===== config.mk =====
export PLATFORM = sky130hd
export DESIGN_NAME = spi_cmd_sequencer
export DESIGN_NICKNAME = d
export VERILOG_FILES = /design/src/rtl/spi_cmd_sequencer.sv
export SDC_FILE = /design/constraint.sdc
export NUM_CORES = 1
export LEC_CHECK = 0
export BUFFER_PORTS_ARGS = -buffer_cell sky130_fd_sc_hd__buf_2
export CAP_MARGIN = 20
export CORE_UTILIZATION = 60
export CTS_BUF_LIST = sky130_fd_sc_hd__clkbuf_8
export DETAILED_ROUTE_END_ITERATION = 10
export GPL_TIMING_DRIVEN = 0
export MAX_ROUTING_LAYER = met4
export PLACE_DENSITY = 0.82
export SLEW_MARGIN = 10
export SYNTH_ARGS = -nofsm -noshare
export SYNTH_HDL_FRONTEND = slang
export SYNTH_SLANG_ARGS = --single-unit
export TNS_END_PERCENT = 50

===== constraint.sdc =====
create_clock -name clk -period 2.8 [get_ports clk]
set_input_delay 0.56 -clock clk [delete_from_list [all_inputs] [get_ports clk]]
set_output_delay 0.56 -clock clk [all_outputs]
set_load 0.02 [all_outputs]

===== src/rtl/spi_cmd_sequencer.sv =====
// ----------------------------------------------------------------------------
// spi_cmd_sequencer
//
// Framed command controller between the SPI byte receiver and the
// servo/LED worker. It collects 4-byte frames (SYNC, CMD, ARG, CHK) from the
// received byte stream. CHK must equal CMD ^ ARG. It then executes the
// command: a throttled trigger pulse, a clamped servo position or a LED
// override mask. Rejected frames are counted in a saturating error counter.
//
// Parameters
//   SYNC_BYTE    frame start marker
//   TIMEOUT_CYC  max clk cycles between bytes inside a frame
//   SERVO_MAX    upper clamp for the servo position argument
//
// Ports
//   clk            in   system clock
//   rst            in   synchronous, active-high reset
//   rx_data[7:0]   in   received byte, valid when rx_valid=1
//   rx_valid       in   one-cycle strobe per received byte
//   worker_busy    in   worker still executing the previous trigger
//   trigger        out  one-cycle start pulse to the worker
//   servo_pos[7:0] out  commanded servo position, 0..SERVO_MAX
//   servo_pos_upd  out  one-cycle pulse when servo_pos changes value
//   led_mask[1:0]  out  [0]=green override, [1]=red override
//   frame_ok       out  one-cycle pulse per accepted frame
//   frame_err      out  one-cycle pulse per rejected frame
//   err_cnt[7:0]   out  saturating count of frame_err pulses
// ----------------------------------------------------------------------------
module spi_cmd_sequencer #(
    parameter logic [7:0] SYNC_BYTE   = 8'hA5,
    parameter int         TIMEOUT_CYC = 250000,
    parameter logic [7:0] SERVO_MAX   = 8'd180
) (
    input  logic       clk,
    input  logic       rst,
    input  logic [7:0] rx_data,
    input  logic       rx_valid,
    input  logic       worker_busy,
    output logic       trigger,
    output logic [7:0] servo_pos,
    output logic       servo_pos_upd,
    output logic [1:0] led_mask,
    output logic       frame_ok,
    output logic       frame_err,
    output logic [7:0] err_cnt
);

    localparam logic [7:0] CMD_TRIG  = 8'hA1;
    localparam logic [7:0] CMD_SERVO = 8'h10;
    localparam logic [7:0] CMD_LED   = 8'h20;

    localparam logic [7:0] SERVO_RST = 8'd90;

    localparam int              TO_W    = (TIMEOUT_CYC > 2) ? $clog2(TIMEOUT_CYC) : 1;
    localparam logic [TO_W-1:0] TO_LAST = TO_W'(TIMEOUT_CYC - 1);

    typedef enum logic [2:0] {
        S_IDLE,
        S_GET_CMD,
        S_GET_ARG,
        S_GET_CHK,
        S_EXEC
    } state_t;

    // Servo argument limited to the mechanical range.
    function automatic logic [7:0] clamp_servo(input logic [7:0] a);
        return (a > SERVO_MAX) ? SERVO_MAX : a;
    endfunction

    // Error counter increments stick at all-ones instead of wrapping.
    function automatic logic [7:0] sat_inc8(input logic [7:0] v);
        return (v == 8'hFF) ? v : v + 8'd1;
    endfunction

    state_t          r_state;
    logic [TO_W-1:0] r_to_cnt;
    logic [7:0]      r_cmd;
    logic [7:0]      r_arg;
    logic            r_pending;
    logic            r_trigger;
    logic [7:0]      r_servo_pos;
    logic            r_servo_pos_upd;
    logic [1:0]      r_led_mask;
    logic            r_frame_ok;
    logic            r_frame_err;
    logic [7:0]      r_err_cnt;

    logic       w_in_frame;
    logic       w_start;
    logic       w_chk_good;
    logic       w_timeout;
    logic       w_cmd_known;
    logic       w_err_set;
    logic       w_exec_trig;
    logic [7:0] w_servo_new;

    assign w_in_frame  = (r_state == S_GET_CMD) || (r_state == S_GET_ARG) ||
                         (r_state == S_GET_CHK);
    // A SYNC byte starts a frame both in IDLE and in the EXEC cycle, so
    // back-to-back frames lose no byte.
    assign w_start     = rx_valid && (rx_data == SYNC_BYTE);
    assign w_chk_good  = (rx_data == (r_cmd ^ r_arg));
    // A byte arriving on the last counted cycle wins over the timeout.
    assign w_timeout   = w_in_frame && !rx_valid && (r_to_cnt == TO_LAST);
    assign w_cmd_known = (r_cmd == CMD_TRIG) || (r_cmd == CMD_SERVO) ||
                         (r_cmd == CMD_LED);
    assign w_err_set   = ((r_state == S_GET_CHK) && rx_valid && !w_chk_good) ||
                         w_timeout ||
                         ((r_state == S_EXEC) && !w_cmd_known);
    assign w_exec_trig = (r_state == S_EXEC) && (r_cmd == CMD_TRIG);
    assign w_servo_new = clamp_servo(r_arg);

    always_ff @(posedge clk) begin
        if (rst) begin
            r_state         <= S_IDLE;
            r_to_cnt        <= '0;
            r_pending       <= 1'b0;
            r_trigger       <= 1'b0;
            r_servo_pos     <= SERVO_RST;
            r_servo_pos_upd <= 1'b0;
            r_led_mask      <= 2'b00;
            r_frame_ok      <= 1'b0;
            r_frame_err     <= 1'b0;
            r_err_cnt       <= 8'd0;
        end else begin
            r_trigger       <= 1'b0;
            r_servo_pos_upd <= 1'b0;
            r_frame_ok      <= 1'b0;
            r_frame_err     <= w_err_set;
            if (w_err_set) begin
                r_err_cnt <= sat_inc8(r_err_cnt);
            end

            // Inter-byte timer: only counts while a frame is partially received.
            if (!w_in_frame || rx_valid || w_timeout) begin
                r_to_cnt <= '0;
            end else begin
                r_to_cnt <= r_to_cnt + 1'b1;
            end

            case (r_state)
                S_IDLE: begin
                    if (w_start) begin
                        r_state <= S_GET_CMD;
                    end
                end
                S_GET_CMD: begin
                    if (rx_valid) begin
                        r_cmd   <= rx_data;
                        r_state <= S_GET_ARG;
                    end else if (w_timeout) begin
                        r_state <= S_IDLE;
                    end
                end
                S_GET_ARG: begin
                    if (rx_valid) begin
                        r_arg   <= rx_data;
                        r_state <= S_GET_CHK;
                    end else if (w_timeout) begin
                        r_state <= S_IDLE;
                    end
                end
                S_GET_CHK: begin
                    if (rx_valid) begin
                        r_state <= w_chk_good ? S_EXEC : S_IDLE;
                    end else if (w_timeout) begin
                        r_state <= S_IDLE;
                    end
                end
                S_EXEC: begin
                    r_state <= w_start ? S_GET_CMD : S_IDLE;
                    case (r_cmd)
                        CMD_TRIG: begin
                            r_frame_ok <= 1'b1;
                        end
                        CMD_SERVO: begin
                            r_servo_pos     <= w_servo_new;
                            r_servo_pos_upd <= (w_servo_new != r_servo_pos);
                            r_frame_ok      <= 1'b1;
                        end
                        CMD_LED: begin
                            r_led_mask <= r_arg[1:0];
                            r_frame_ok <= 1'b1;
                        end
                        default: begin
                        end
                    endcase
                end
                default: begin
                    r_state <= S_IDLE;
                end
            endcase

            // Trigger throttle. Consuming pending takes priority over a new
            // request in the same cycle, which merges that request; pending
            // is clear during the trigger-high cycle, so trigger can never
            // be high on two consecutive cycles.
            if (r_pending && !worker_busy) begin
                r_trigger <= 1'b1;
                r_pending <= 1'b0;
            end else if (w_exec_trig) begin
                r_pending <= 1'b1;
            end
        end
    end

    assign trigger       = r_trigger;
    assign servo_pos     = r_servo_pos;
    assign servo_pos_upd = r_servo_pos_upd;
    assign led_mask      = r_led_mask;
    assign frame_ok      = r_frame_ok;
    assign frame_err     = r_frame_err;
    assign err_cnt       = r_err_cnt;

endmodule


; ---- After elaboration in Yosys (flattened, before gate mapping)
; Index checks and enable logic that the tools add are counted.
[classes]
addsub = 2
bitwise = 5
magnitude_cmp = 1
n_eq_ne = 13
mux = 11
n_reduce_logical = 32
[op_table]
columns = op, count
row1 = "== test 8 bit, second input constant", 3
row2 = "adder 18 x 1 -> 18 bit, second input constant", 1
row3 = "== test 18 bit, second input constant", 1
row4 = two-way mux 3 bit, 6
row5 = case mux 3 bit (5 select lines), 1
row6 = "adder 8 x 1 -> 8 bit, second input constant", 1
row7 = "== test 8 x 5 -> 1 bit, second input constant", 1
row8 = "== test 8 x 6 -> 1 bit, second input constant", 1
row9 = == test 8 bit, 1
row10 = "greater-than comparator 8 bit, second input constant", 1
row11 = logical AND 1 bit, 8
row12 = logical OR 1 bit, 8
row13 = two-way mux 8 bit, 1
row14 = inequality test 8 bit, 1
row15 = bitwise XOR 8 bit, 1
row16 = "== test 3 x 2 -> 1 bit, second input constant", 2
row17 = AND reduction 2 bit, 3
row18 = AND reduction 3 bit, 2
row19 = OR reduction 2 bit, 3
row20 = OR reduction 3 bit, 2
row21 = logical NOT 1 bit, 5
row22 = inverter 1 bit, 4
row23 = "== test 3 x 1 -> 1 bit, second input constant", 1
row24 = "== test 3 bit, second input constant", 1
row25 = other kinds (3), 5
[totals]
reg_bits = 60

; ---- Logic depth before layout (Yosys ltp)
[logic_depth]
word_depth = 8
ltp_mapped = 8

; ---- Least setup slack after synthesis
; OpenSTA, ideal clock, no wires.
[synth_timing]
kind = in2reg
startpoint = in rx_data[1]
endpoint = reg r_err_cnt[0] (netlist: err_cnt[0])
t_required_ns = 2.679
n_path_buf = 1
t_arrival_ns = 2.031
path_slack_ns = 0.648
path_stages = 7
cell_sequence = xor3_1 nor4_1 nand4_1 a211oi_2 buf_6 nor2_4 mux2_4
[synth_via]
elab_chain_len = 6
[synth_lines]
columns = element, line_no
row1 = start: declaration, 36  ; input logic [7:0] rx_data,
row2 = == test 8 bit, 102  ; assign w_chk_good = (rx_data == (r_cmd ^ r_arg));
row3 = logical NOT 1 bit, 107  ; assign w_err_set = ((r_state == S_GET_CHK) && rx_valid && !w_chk_good) ||
row4 = logical AND 1 bit, 107
row5 = logical OR 1 bit, 107
row6 = logical OR 1 bit, 108  ; w_timeout ||
row7 = AND reduction 2 bit (no source line), n/a
row8 = end signal: assignment, 131  ; r_err_cnt <= sat_inc8(r_err_cnt);
row9 = end: declaration, 86  ; logic [7:0] r_err_cnt;
; Every way passes these cells.
; A chain may end at the register's enable or synchronous reset.

; ---- Worst setup path in the final report
[layout_timing]
startpoint = reg r_arg[2]
endpoint = reg r_err_cnt[0] (netlist: err_cnt[0])
[layout_via]
elab_chain_len = 7
[layout_lines]
columns = element, line_no
row1 = start: declaration, 78  ; logic [7:0] r_arg;
row2 = start signal: assignment, 157  ; r_arg <= rx_data;
row3 = bitwise XOR 8 bit, 102
row4 = == test 8 bit, 102
row5 = logical NOT 1 bit, 107
row6 = logical AND 1 bit, 107
row7 = logical OR 1 bit, 107
row8 = logical OR 1 bit, 108
row9 = AND reduction 2 bit (no source line), n/a
; Every way passes these cells.

==> key figures <==
STA
  • Minimum clock period: 2.528 ns
  • Pins Over Slew Limit: 0
  • Worst slew pin tran: 0.5750 ns
  • Worst clock skew: 0.005117 ns
  • Setup TNS Final: 0 ns
  • Part of the cycle the worst path needs: 90.29%
  • # setup viols final: 0
  • Slew HR: 61.41%
  • Final Hold Fails: 0
  • Fmax: 0.3956 GHz
  • RSZ-0062 raised after global routing: no

Yosys
  • Synth Register Bits: 60
  • Post-synth top flop: dfxtp_1
  • Ranking of synthesized cells by area: dfxtp_1 31%, edfxtp_1 17%, nor2_1 5.2%
  • Post-synthesis instance total: 286
  • Syn Area/Cell: 9.926 um^2
  • Most common cell in the netlist: dfxtp_1
  • Yosys cell types: 44
  • Ys Warns: 0
  • Post-synth net total: 300
  • FFs w/ async S/R, synth: 0%
  • Post-synth EDFFs: 16
  • Top cell type's share of synthesized area: 31.03%
  • Sequential share of the synthesized area: 47.95%
  • Dominant cell type by area after synthesis: dfxtp_1
  • Synth top cells by count: 44 x dfxtp_1, 39 x nor2_1, 19 x nand2_1, 16 x edfxtp_1, 16 x xnor2_1
  • Post-Synthesis Cell Area: 2839 um^2

Cells and area
  • Footprint of the multi-input gates: 1406 um^2
  • Final instance area: 3246 um^2
  • Layout Nets: 346
  • Ratio of cells with drive above 1 in the final layout: 16.32%
  • # fillers: 334
  • FF+latch area: 1361 um^2
  • ANT cells: 0
  • Area growth from synthesis to layout: 14.32%

Critical path
  • Max stage delay cell, worst path: edfxtp_1
  • Crit path capture type: flip-flop
  • Buf+Inv Stages, Crit Path: 1
  • Setup Crit Path Kind: flip-flop to flip-flop
  • Type of origin of the critical path: flip-flop
  • Crit path required time: 3.03 ns
  • Crit-path cells: xor3_1, nor4_1, nand4_1, a211oi_2, buf_6, nor2_4, mux2_4
  • Worst reg-to-reg path cell count: 7
  • Critical-path maximum fanout: 10
  • Critical path's top delay family: simple AND/OR/NAND/NOR gates
  • CP max stage delay: 0.46 ns
  • Critical Path AT: 2.75 ns
  • Worst path depth: 7

Power and ir drop
  • Pwr dens: 474.5 nW/um^2
  • Leak pwr: 1.305 nW
  • Total power: 1.540 mW
  • VDD IR max: 0.0003572 V

Clock tree
  • # H-tree levels: 3
  • Clock sinks: 60
  • Post-CTS Resized: 0
  • CTS buffer count: 9
  • Post-CTS Hold Fix Bufs: 0
  • Clock Latency Late Sink: 0.34 ns
  • Clock buffer depth: 2
  • Post-CTS setup buffers: 0
  • CTS tree: done
  • Cell at the root of the clock tree: clkbuf_8
  • CTS clk-pin slew, worst paths: 0.06 ns

Detailed routing
  • DR DRC count: 0
  • DR iter-0 viols: 123
  • Final ANT Viol Nets: 0
  • Vias per std cell: 5.671
  • Wire per inst: 14.43 um
  • Drt total wl: 5614 um
  • Detailed Routing Iterations Pass 1: 6
  • Vias: 2206

Floorplanning
  • Initial Util: 63.88%
  • FP Rows: 24
  • Die ar.: 5011 um^2
  • Die width: 70.79 um
  • IO Pins: 34
  • Core area: 4444 um^2
  • Die Height: 70.79 um

Global route
  • Vias in the first global route: 1968
  • Largest net degree at the start of global routing: 11
  • Initial antenna violation count: 0
  • Global Route Usage Sum: 25.17%
  • Total gr overflow: 0
  • First-pass GRT wire length: 9218 um

Hold path
  • Worst hold path depth: 2
  • Hold Crit Class: primary input to flip-flop

Flow run
  • Max_cap viols: 0

Place
  • I/O Buffers: 33
  • Hpwl dp: 4010 um
  • Placed cell areas: 3094 um^2
  • GP Congestion: 0.8287

Status
  • Outcome: completed
## cells in the final DEF, fill, tap and decap left out, types with 13 or more instances in the layout
cell / count
buf_2: 35
a21oi_1: 13
xnor2_1: 16
inv_1: 14
nand3_1: 13
nand2_1: 19
nor2_1: 39
dfxtp_1: 44
edfxtp_1: 16
## where the power goes
part           switching [mW]  leakage (nW)  internal [mW]  total [mW]
registers            0.000133         0.498          0.889       0.890
clock network           0.310        0.0893          0.300       0.610
logic                  0.0225         0.718         0.0178      0.0403
## state kept, by name (all words and copies together) (netlist names), 2 cells and up
signal     cells
err_cnt        8
led_mask       2
r_arg          8
r_cmd          8
r_state        3
r_to_cnt      18
servo_pos      8
## layer usage
| metal | share of wire (%) | GRT usage, % |
|---|---|---|
| met5 | 0 | - |
| met4 | 1.0 | 9.333 |
| met3 | 4.5 | 7.692 |
| met2 | 45 | 35.90 |
| met1 | 49 | 33.93 |
## kinds of logic after synthesis
group                      after synthesis  share of synthesized area (%)
AOI/OAI and AO/OA                       34                          7.889
xor gates and xnor gates                33                          13.35
adders and majority gates                2                         0.8813
buffers and inverters                   20                          2.953
DFF                                     60                          47.95
muxes                                    8                          3.085
and+or+nand+nor                        129                          23.89
## stage by stage
step                      instances  hold slack [ns]  worst slack, ns  utilization (%)
after floorplan                 286           0.4132           0.6477                -
after CTS                       389           0.4054           0.2792            73.03
after global placement          371           0.4237         -0.09903            69.06
after detailed placement        373           0.4764           0.1531            69.62
after global routing            389           0.4174          0.07708            73.03
final                           389           0.4115           0.2719            73.03
## cell type report
type | count | area share (%)
clock inverters | 7 | 0.8481
well taps | 52 | 2.005
inverters | 11 | 1.272
plain buffers | 9 | 1.311
multi-input cells | 206 | 43.33
clock buffers | 9 | 3.817
flip-flops and latches | 60 | 41.94
repair buffers | 35 | 5.474
## worst reg2reg max path: stages, from the launching register on
cell and delay (ns):
edfxtp_1 0.46, xor3_1 0.44, nor4_1 0.42, nand4_1 0.22
a211oi_2 0.36, buf_6 0.19, nor2_4 0.04, mux2_4 0.28
## final timing paths
| check | startpoint | to | slack, ns |
|---|---|---|---|
| setup / recovery | r_arg[2] | err_cnt[0] | 0.27 |
| hold / removal | worker_busy | trigger | 0.41 |
| setup reg to reg | r_arg[2] | err_cnt[0] | 0.27 |
| hold reg to reg | r_to_cnt[0] | r_to_cnt[0] | 0.48 |
Power figures use the tool's default switching activity.
